File: config.mk
export PLATFORM = sky130hd
export DESIGN_NAME = mips32_decode_flat
export DESIGN_NICKNAME = d
export VERILOG_FILES = /design/src/rtl/mips32_decode_if.sv /design/src/rtl/mips32_decode.sv /design/src/flat_wrapper.sv
export SDC_FILE = /design/constraint.sdc
export NUM_CORES = 1
export LEC_CHECK = 0
export CAP_MARGIN = 25
export CORE_ASPECT_RATIO = 1.5
export CORE_UTILIZATION = 34
export CTS_CLUSTER_SIZE = 28
export DETAILED_ROUTE_END_ITERATION = 10
export SYNTH_ARGS = -nofsm -noshare
export SYNTH_HDL_FRONTEND = slang
export SYNTH_SLANG_ARGS = --single-unit
export TNS_END_PERCENT = 20
File: constraint.sdc
create_clock -name clk -period 8 [get_ports clk]
set_input_delay 2 -clock clk [delete_from_list [all_inputs] [get_ports clk]]
set_output_delay 2 -clock clk [all_outputs]
set_load 0.01 [all_outputs]
File: src/rtl/mips32_decode_if.sv
// Decode-stage bundle: fetch handshake, register-file read port, write-back
// retire port and the ID/EX output register towards execute.
interface mips32_decode_if;
  logic        in_valid;
  logic        in_ready;
  logic [31:0] instr;
  logic [4:0]  sr1;
  logic [4:0]  sr2;
  logic [31:0] rddata1;
  logic [31:0] rddata2;
  logic        wb_valid;
  logic [4:0]  wb_dr;
  logic        out_valid;
  logic        out_ready;
  logic [5:0]  out_op;
  logic [5:0]  out_funct;
  logic [31:0] out_a;
  logic [31:0] out_b;
  logic [31:0] out_imm;
  logic [4:0]  out_dr;
  logic        out_we;
  logic [15:0] stall_cnt;

  modport master (
    output in_valid, instr, rddata1, rddata2, wb_valid, wb_dr, out_ready,
    input  in_ready, sr1, sr2, out_valid, out_op, out_funct, out_a, out_b,
           out_imm, out_dr, out_we, stall_cnt
  );

  modport slave (
    input  in_valid, instr, rddata1, rddata2, wb_valid, wb_dr, out_ready,
    output in_ready, sr1, sr2, out_valid, out_op, out_funct, out_a, out_b,
           out_imm, out_dr, out_we, stall_cnt
  );
endinterface

File: src/rtl/mips32_decode.sv
// MIPS32 decode stage: classifies the instruction, holds issue on scoreboard
// hazards (no bypass) and fills the ID/EX register.
module mips32_decode (
  input  logic           clk,
  input  logic           reset,
  mips32_decode_if.slave bus
);
  logic [5:0]  w_op;
  logic [4:0]  w_rs;
  logic [4:0]  w_rt;
  logic [4:0]  w_rd;
  logic [4:0]  w_dst;
  logic        w_use_rs;
  logic        w_use_rt;
  logic        w_writes;
  logic        w_we;
  logic        w_hazard;
  logic        w_in_ready;
  logic        w_issue;
  logic [31:0] w_set_mask;
  logic [31:0] w_clr_mask;
  logic [31:0] w_busy_nxt;

  logic [31:0] r_busy;
  logic        r_out_valid;
  logic [5:0]  r_out_op;
  logic [5:0]  r_out_funct;
  logic [31:0] r_out_a;
  logic [31:0] r_out_b;
  logic [31:0] r_out_imm;
  logic [4:0]  r_out_dr;
  logic        r_out_we;
  logic [15:0] r_stall_cnt;

  assign w_op    = bus.instr[31:26];
  assign w_rs    = bus.instr[25:21];
  assign w_rt    = bus.instr[20:16];
  assign w_rd    = bus.instr[15:11];
  assign bus.sr1 = w_rs;
  assign bus.sr2 = w_rt;

  // Opcode class: which sources are read and which register is written
  always_comb begin
    w_use_rs = 1'b0;
    w_use_rt = 1'b0;
    w_writes = 1'b0;
    w_dst    = 5'd0;
    casez (w_op)
      6'b000000: begin
        w_use_rs = 1'b1;
        w_use_rt = 1'b1;
        w_writes = 1'b1;
        w_dst    = w_rd;
      end
      6'b001???, 6'b100011: begin
        w_use_rs = 1'b1;
        w_writes = 1'b1;
        w_dst    = w_rt;
      end
      6'b101011, 6'b000100: begin
        w_use_rs = 1'b1;
        w_use_rt = 1'b1;
      end
      default: begin
        w_use_rs = 1'b0;
        w_use_rt = 1'b0;
        w_writes = 1'b0;
        w_dst    = 5'd0;
      end
    endcase
  end

  assign w_we       = w_writes && (w_dst != 5'd0);
  assign w_hazard   = bus.in_valid &&
                      ((w_use_rs && (w_rs != 5'd0) && r_busy[w_rs]) ||
                       (w_use_rt && (w_rt != 5'd0) && r_busy[w_rt]) ||
                       (w_we && r_busy[w_dst]));
  assign w_in_ready = (!r_out_valid || bus.out_ready) && !w_hazard;
  assign w_issue    = bus.in_valid && w_in_ready;

  // Set is applied after clear so a same-cycle issue to the retiring register keeps it busy
  assign w_clr_mask = (bus.wb_valid && (bus.wb_dr != 5'd0)) ? (32'd1 << bus.wb_dr) : 32'd0;
  assign w_set_mask = (w_issue && w_we) ? (32'd1 << w_dst) : 32'd0;
  assign w_busy_nxt = ((r_busy & ~w_clr_mask) | w_set_mask) & 32'hFFFF_FFFE;

  // Scoreboard of registers with an outstanding write
  always_ff @(posedge clk or negedge reset) begin
    if (!reset) begin
      r_busy <= 32'd0;
    end else begin
      r_busy <= w_busy_nxt;
    end
  end

  // ID/EX register: load on issue, drain when execute consumes, otherwise hold
  always_ff @(posedge clk or negedge reset) begin
    if (!reset) begin
      r_out_valid <= 1'b0;
      r_out_op    <= 6'd0;
      r_out_funct <= 6'd0;
      r_out_a     <= 32'd0;
      r_out_b     <= 32'd0;
      r_out_imm   <= 32'd0;
      r_out_dr    <= 5'd0;
      r_out_we    <= 1'b0;
    end else if (w_issue) begin
      r_out_valid <= 1'b1;
      r_out_op    <= w_op;
      r_out_funct <= bus.instr[5:0];
      r_out_a     <= bus.rddata1;
      r_out_b     <= bus.rddata2;
      r_out_imm   <= {{16{bus.instr[15]}}, bus.instr[15:0]};
      r_out_dr    <= w_dst;
      r_out_we    <= w_we;
    end else if (bus.out_ready) begin
      r_out_valid <= 1'b0;
    end
  end

  // Hazard-stall counter; backpressure alone never counts
  always_ff @(posedge clk or negedge reset) begin
    if (!reset) begin
      r_stall_cnt <= 16'd0;
    end else if (w_hazard && (r_stall_cnt != 16'hFFFF)) begin
      r_stall_cnt <= r_stall_cnt + 16'd1;
    end
  end

  assign bus.in_ready  = w_in_ready;
  assign bus.out_valid = r_out_valid;
  assign bus.out_op    = r_out_op;
  assign bus.out_funct = r_out_funct;
  assign bus.out_a     = r_out_a;
  assign bus.out_b     = r_out_b;
  assign bus.out_imm   = r_out_imm;
  assign bus.out_dr    = r_out_dr;
  assign bus.out_we    = r_out_we;
  assign bus.stall_cnt = r_stall_cnt;
endmodule
File: src/flat_wrapper.sv
// flat-port wrapper written by rule: the top's interface ports become plain ports
module mips32_decode_flat 
  (clk, reset, bus_in_valid, bus_instr, bus_rddata1, bus_rddata2, bus_wb_valid, bus_wb_dr, bus_out_ready, bus_in_ready, bus_sr1, bus_sr2, bus_out_valid, bus_out_op, bus_out_funct, bus_out_a, bus_out_b, bus_out_imm, bus_out_dr, bus_out_we, bus_stall_cnt);
  mips32_decode_if bus_i ();
  input  logic clk;
  input  logic reset;
  input wire logic [$bits(bus_i.in_valid)-1:0] bus_in_valid;
  input wire logic [$bits(bus_i.instr)-1:0] bus_instr;
  input wire logic [$bits(bus_i.rddata1)-1:0] bus_rddata1;
  input wire logic [$bits(bus_i.rddata2)-1:0] bus_rddata2;
  input wire logic [$bits(bus_i.wb_valid)-1:0] bus_wb_valid;
  input wire logic [$bits(bus_i.wb_dr)-1:0] bus_wb_dr;
  input wire logic [$bits(bus_i.out_ready)-1:0] bus_out_ready;
  output wire logic [$bits(bus_i.in_ready)-1:0] bus_in_ready;
  output wire logic [$bits(bus_i.sr1)-1:0] bus_sr1;
  output wire logic [$bits(bus_i.sr2)-1:0] bus_sr2;
  output wire logic [$bits(bus_i.out_valid)-1:0] bus_out_valid;
  output wire logic [$bits(bus_i.out_op)-1:0] bus_out_op;
  output wire logic [$bits(bus_i.out_funct)-1:0] bus_out_funct;
  output wire logic [$bits(bus_i.out_a)-1:0] bus_out_a;
  output wire logic [$bits(bus_i.out_b)-1:0] bus_out_b;
  output wire logic [$bits(bus_i.out_imm)-1:0] bus_out_imm;
  output wire logic [$bits(bus_i.out_dr)-1:0] bus_out_dr;
  output wire logic [$bits(bus_i.out_we)-1:0] bus_out_we;
  output wire logic [$bits(bus_i.stall_cnt)-1:0] bus_stall_cnt;
  assign bus_i.in_valid = bus_in_valid;
  assign bus_i.instr = bus_instr;
  assign bus_i.rddata1 = bus_rddata1;
  assign bus_i.rddata2 = bus_rddata2;
  assign bus_i.wb_valid = bus_wb_valid;
  assign bus_i.wb_dr = bus_wb_dr;
  assign bus_i.out_ready = bus_out_ready;
  assign bus_in_ready = bus_i.in_ready;
  assign bus_sr1 = bus_i.sr1;
  assign bus_sr2 = bus_i.sr2;
  assign bus_out_valid = bus_i.out_valid;
  assign bus_out_op = bus_i.out_op;
  assign bus_out_funct = bus_i.out_funct;
  assign bus_out_a = bus_i.out_a;
  assign bus_out_b = bus_i.out_b;
  assign bus_out_imm = bus_i.out_imm;
  assign bus_out_dr = bus_i.out_dr;
  assign bus_out_we = bus_i.out_we;
  assign bus_stall_cnt = bus_i.stall_cnt;
  mips32_decode u_core (.clk(clk), .reset(reset), .bus(bus_i));
endmodule
Word level (Yosys, flattened, before mapping)

Cells that the tools add are included.

Register bits: 146
Input bits: 106
Logic and storage cells: 65

$add $sub $neg: 1
Order comparisons: 3
Equal/unequal tests: 5
Shifts and indexed selects: 2
Mux-type cells: 14
Bitwise gates (word level): 3
Reduce and logical (&&, ||, !) cells: 27

Operators by type and width:

| cell                  | number |
|---|---|
| $mux 32               | 2 |
| $shl 1x5->32 const A  | 2 |
| $and 32x32->32        | 1 |
| $not 32->32           | 1 |
| $or 32x32->32         | 1 |
| $reduce_bool 5->1     | 4 |
| $lt 5x6->1 const B    | 3 |
| $add 16x1->16 const B | 1 |
| $ne 16x16->1 const B  | 1 |
| $bmux 1 s5            | 3 |
| $eq 6x6->1 const B    | 2 |
| $logic_and 1x1->1     | 12 |
| $pmux 5 s2            | 1 |
| $mux 1                | 8 |
| $eq 6x3->1 const B    | 1 |
| $logic_not 6->1       | 1 |
| $reduce_or 3->1       | 2 |
| $reduce_or 5->1       | 1 |
| $eq 3x1->1 const B    | 1 |
| $logic_or 1x1->1      | 3 |
| $logic_not 1->1       | 2 |
| $reduce_bool 2->1     | 1 |
| $reduce_or 2->1       | 1 |

Logic depth before layout (Yosys ltp)

Depth in word-level cells: 14
Depth in mapped cells: 13
Mapped depth without buffers: 9

Worst setup path before layout

No wires, ideal clock.

Path type: input-to-output
From: input port bus_instr[21]
To: output port bus_in_ready
Arrival time: 4.508 ns
Slack: 1.492 ns
Stages on the path: 8
Buffers on the path: 2
Cell sequence: clkbuf_1 > mux4_2 > mux4_2 > o2bb2ai_1 > o22ai_1 > a221oi_4 > clkbuf_1 > o21a_1

Word-level cells in the longest chain between the ends: 8
Elaborated cells on any way between the ends: 10
Those cells by class: mux: 2; reduce/logical: 8

RTL lines:

| item                                                                     | line                | source |
|---|---|---|
| from (decl)                                                              | flat_wrapper.sv:8   | `input wire logic [$bits(bus_i.instr)-1:0] bus_instr;` |
| $bmux 1 s5 / $reduce_bool 5->1 (equally long branches)                   | mips32_decode.sv:75 | `((w_use_rs && (w_rs != 5'd0) && r_busy[w_rs]) \|\|` |
| $mux 1 (not written as such) / $logic_and 1x1->1 (equally long branches) | mips32_decode.sv:75 |  |
| $logic_and 1x1->1 *                                                      | mips32_decode.sv:75 |  |
| $logic_or 1x1->1 *                                                       | mips32_decode.sv:75 |  |
| $logic_or 1x1->1 *                                                       | mips32_decode.sv:76 | `(w_use_rt && (w_rt != 5'd0) && r_busy[w_rt]) \|\|` |
| $logic_and 1x1->1 *                                                      | mips32_decode.sv:74 | `assign w_hazard = bus.in_valid &&` |
| $logic_not 1->1 *                                                        | mips32_decode.sv:78 | `assign w_in_ready = (!r_out_valid \|\| bus.out_ready) && !w_hazard;` |
| $logic_and 1x1->1 *                                                      | mips32_decode.sv:78 |  |
| to (decl)                                                                | flat_wrapper.sv:14  | `output wire logic [$bits(bus_i.in_ready)-1:0] bus_in_ready;` |

Every way passes the cells marked *; elsewhere a longest branch is shown, timed or not. The select of a mux whose other input is x is not followed.

Worst setup path after layout

From: input port bus_instr[29]
To: output port bus_in_ready

Word-level cells in the longest chain between the ends: 10
Elaborated cells on any way between the ends: 27
Those cells by class: eq/ne: 4; mux: 6; reduce/logical: 17

RTL lines:

| item                                                         | line                                     | source |
|---|---|---|
| $eq 6x6->1, or another cell as far along                     | mips32_decode.sv:48                      | `casez (w_op)` |
| $reduce_or 2->1, or another cell as far along                | mips32_decode.sv:48                      |  |
| $pmux 5 s2 / $mux 1 (equally long branches)                  | mips32_decode.sv:48                      |  |
| $bmux 1 s5, or another cell as far along                     | mips32_decode.sv:77                      | `(w_we && r_busy[w_dst]));` |
| $mux 1 (not written as such), or another cell as far along   | mips32_decode.sv:77                      |  |
| $logic_and 1x1->1 / $logic_or 1x1->1 (equally long branches) | mips32_decode.sv:77, mips32_decode.sv:75 |  |
| $logic_or 1x1->1 *                                           | mips32_decode.sv:76                      |  |
| $logic_and 1x1->1 *                                          | mips32_decode.sv:74                      |  |
| $logic_not 1->1 *                                            | mips32_decode.sv:78                      |  |
| $logic_and 1x1->1 *                                          | mips32_decode.sv:78                      |  |

Marks and branches as above.

==> out/metrics.csv <==
metric,value,unit
port_buffers,247,
diodes,0,
post-route-min-period,7.739,ns
antenna_left,0,
syn_area,6927,um2
worstSetupPathType,in -> out,
final_layout_size_suffix_gt1_share,10.31,%
dieArea,20960,um2
initial_utilization,34.87,%
cts_resized,0,
tightest_slew,0.9055,ns
rows,63,
top_layer,met4,
cts_tree,built,
fin_cells,1046,
setup_viol,0,
synth-simple-area-share,8.400,%
setup.worst_path.end_class,output pin,
yosys.cell_types.count,55,
drtIter0Drc,241,
rsz0062_at_grt,no,
syn_area_per_cell,12.35,um2
die_h,176.8,um
r2r-end,u_core.bus.out_a[5]$_DFFE_PN0P_,
clk_pin_slew_worst_paths,0.06,ns
overflow,0,
final_net_count,881,
p_leak,4.050,nW
wl,20.01,mm
grt_use_total,19.62,%
place.gp.congestion,0.8584,
worstSkewPairLatency,0.41,ns
synthXorXnorAreaFrac,1.770,%
io_pins,248,
drc,0,
dp_cells,1015,
syn_to_final_growth,44.24,%
grt_pass1_vias,5781,
cts_root_buffer,clkbuf_16,
ys_ff_latch,140,
worstPathRequired,6.00,ns
core_area,19860,um2
r2r_slack,4.34,ns
clock_sinks,140,
ir_drop,0.1244,mV
first_pass_iters,5,
synth_cells,561,
wl_met1,7.289,mm
synthMuxAreaShare,22.54,%
cts_made_buffers,17,
synth_fa_ha_area_share,0.1806,%
wl_met3,1.305,mm
cts_setup_buffers,0,
hold_path.class,reg -> reg,
cp.arrival,5.74,ns
crit_path_end,bus_in_ready,
status,"finished, final reports clean",
synth_edf_count,0,
finalCritPeriodShare,96.73,%
wl_met2,10.66,mm
fill_cells,1800,
p_per_area,237.5,nW/um2
synthArstFlopShare,100.0,%
rr_worst_depth,9,
fmax,129.2,MHz
vias,5493,
synth_compound_area_share,10.44,%
crit_path_start_kind,input pin,
holdBufCountCts,0,
ys.flop_type,dfrtp_1,
max_slew_margin,39.63,%
critPathMaxFanout,13,
r2r-start,u_core.r_busy[7]$_DFF_PN0_,
final.setup.tns,0,ns
dp_hpwl,14.93,mm
hold_viol_final,0,
antenna_found_initial,0,
syn_nets,668,
startpoint,bus_instr[29],
vias_per_cell,5.251,
finClkSkew,0.01212,ns
yosysWarnings,0,
drt-wirelength-per-cell,19.13,um
synth_top_family_by_area,multiplexers,
clockBufferDepth,2,
grt_start_max_net_pins,100,
slew_viol_final,0,
die_w,118.5,um
synth_seq_area_share,50.58,%
max-cap-violations,0,
grt_pass1_wl,31.60,mm
htree_levels,4,
-- cells in the mapped netlist (3+ instances only) --
library cell | count | area (um2)
dfrtp_1 | 140 | 3503
nor3b_1 | 3 | 22.52
mux2i_1 | 12 | 120.1
mux2_1 | 76 | 855.8
o31ai_1 | 31 | 232.7
nor2_1 | 15 | 56.30
xor2_1 | 13 | 113.9
inv_1 | 7 | 26.28
buf_2 | 13 | 65.06
a22o_1 | 4 | 35.03
o21ai_0 | 36 | 180.2
buf_6 | 4 | 45.04
o22ai_1 | 3 | 18.77
nand2_1 | 30 | 112.6
buf_4 | 32 | 240.2
mux4_2 | 17 | 382.9
clkbuf_1 | 9 | 33.78
mux2_2 | 18 | 202.7
nor4_1 | 3 | 18.77
nand3_1 | 20 | 100.1
a32oi_1 | 4 | 35.03
a21boi_0 | 3 | 22.52
nand3b_1 | 5 | 37.54
buf_1 | 3 | 11.26
nand2b_1 | 3 | 18.77
nor3_1 | 11 | 55.05
a211oi_1 | 4 | 30.03
a21oi_1 | 3 | 15.01
nand4_1 | 5 | 31.28
-- worst max-delay path: stages --
cell and delay, ns:
clkdlybuf4s50_1 0.52, nor4_4 0.42, and2_1 0.42, a22o_1 0.54
mux2i_1 0.27, o22ai_1 0.12, a211o_1 0.32, a221oi_4 0.40
o21a_1 0.17, clkdlybuf4s50_1 0.55
-- placed cells by master, fill, tap and decap left out, drive strengths merged, types with 9 or more instances in the layout --
cell,synthesis,layout
o31ai,31,31
xor2,13,13
nor2,15,15
nor3,11,11
mux2i,12,12
dfrtp,140,140
buf,52,9
mux4,17,17
o21ai,36,36
nand3,21,21
inv,7,10
mux2,94,94
clkdlybuf4s50,0,246
clkbuf,9,19
nand2,30,30
-- power by group --
group	internal, mW	switching, mW
Sequential	0.835	0.0888
Clock	0.469	0.309
Combinational	0.399	0.273
Total	1.70	0.670
-- cell families (layout without fill, tap and decap cells) --
kind of cell / count (synthesis) / count (layout)
simple gates: 110 / 110
fa+ha+maj: 1 / 1
xor+xnor: 14 / 14
flops: 140 / 140
buf+inv: 68 / 293
mux: 123 / 123
compound gates: 105 / 105
-- stage by stage --
step | power, mW | hold slack [ns] | utilization [%] | setup slack [ns] | cell area, um2
detailed placement | 1.615 | 0.4799 | 47.37 | 0.2934 | 9410
floorplan | 1.226 | 0.4785 | - | 1.492 | 6927
global placement | 1.603 | 0.4728 | 47.37 | 0.3750 | 9410
finish | 2.373 | 0.4888 | 50.30 | 0.2614 | 9991
global route | 2.495 | 0.5007 | 50.30 | 0.05638 | 9991
CTS | 2.408 | 0.4939 | 50.30 | 0.2626 | 9991
-- state kept, by name, summed over array words and instances (netlist names) --
name / cells
u_core.bus.out_a: 32
u_core.bus.out_b: 32
u_core.bus.out_dr: 5
u_core.bus.out_imm: 16
u_core.bus.out_op: 6
u_core.bus.out_valid: 1
u_core.bus.out_we: 1
u_core.bus.stall_cnt: 16
u_core.r_busy: 31
-- how the worst min path moves through the flow --
stage	start	end	cells after the start
2_1_floorplan	u_core.r_busy[4]$_DFF_PN0_	u_core.r_busy[4]$_DFF_PN0_	2
3_3_place_gp	u_core.bus.out_b[27]$_DFFE_PN0P_	u_core.bus.out_b[27]$_DFFE_PN0P_	1
3_5_place_dp	u_core.bus.out_a[28]$_DFFE_PN0P_	u_core.bus.out_a[28]$_DFFE_PN0P_	1
4_1_cts	u_core.bus.out_dr[2]$_DFFE_PN0P_	u_core.bus.out_dr[2]$_DFFE_PN0P_	1
5_1_grt	u_core.bus.out_a[26]$_DFFE_PN0P_	u_core.bus.out_a[26]$_DFFE_PN0P_	1
6_report	u_core.bus.out_op[4]$_DFFE_PN0P_	u_core.bus.out_op[4]$_DFFE_PN0P_	1
-- cell type report --
cell class / count / area, um2 / area share [%]
Sequential cell: 140 / 3503 / 35.07
Tap cell: 260 / 325.3 / 3.256
Timing Repair Buffer: 255 / 2546 / 25.49
Inverter: 7 / 26.28 / 0.2630
Clock buffer: 19 / 442.9 / 4.433
Clock inverter: 12 / 137.6 / 1.378
Multi-Input combinational cell: 353 / 3009 / 30.12
-- metal layers --
| layer | global-route usage, % | vias to the layer above |
|---|---|---|
| met5 | 0 | - |
| met4 | 10.71 | 0 |
| met3 | 5.122 | 42 |
| met2 | 35.19 | 251 |
| met1 | 20.91 | 2720 |
| li1 | - | 2480 |
Power figures use the tool's default switching activity.
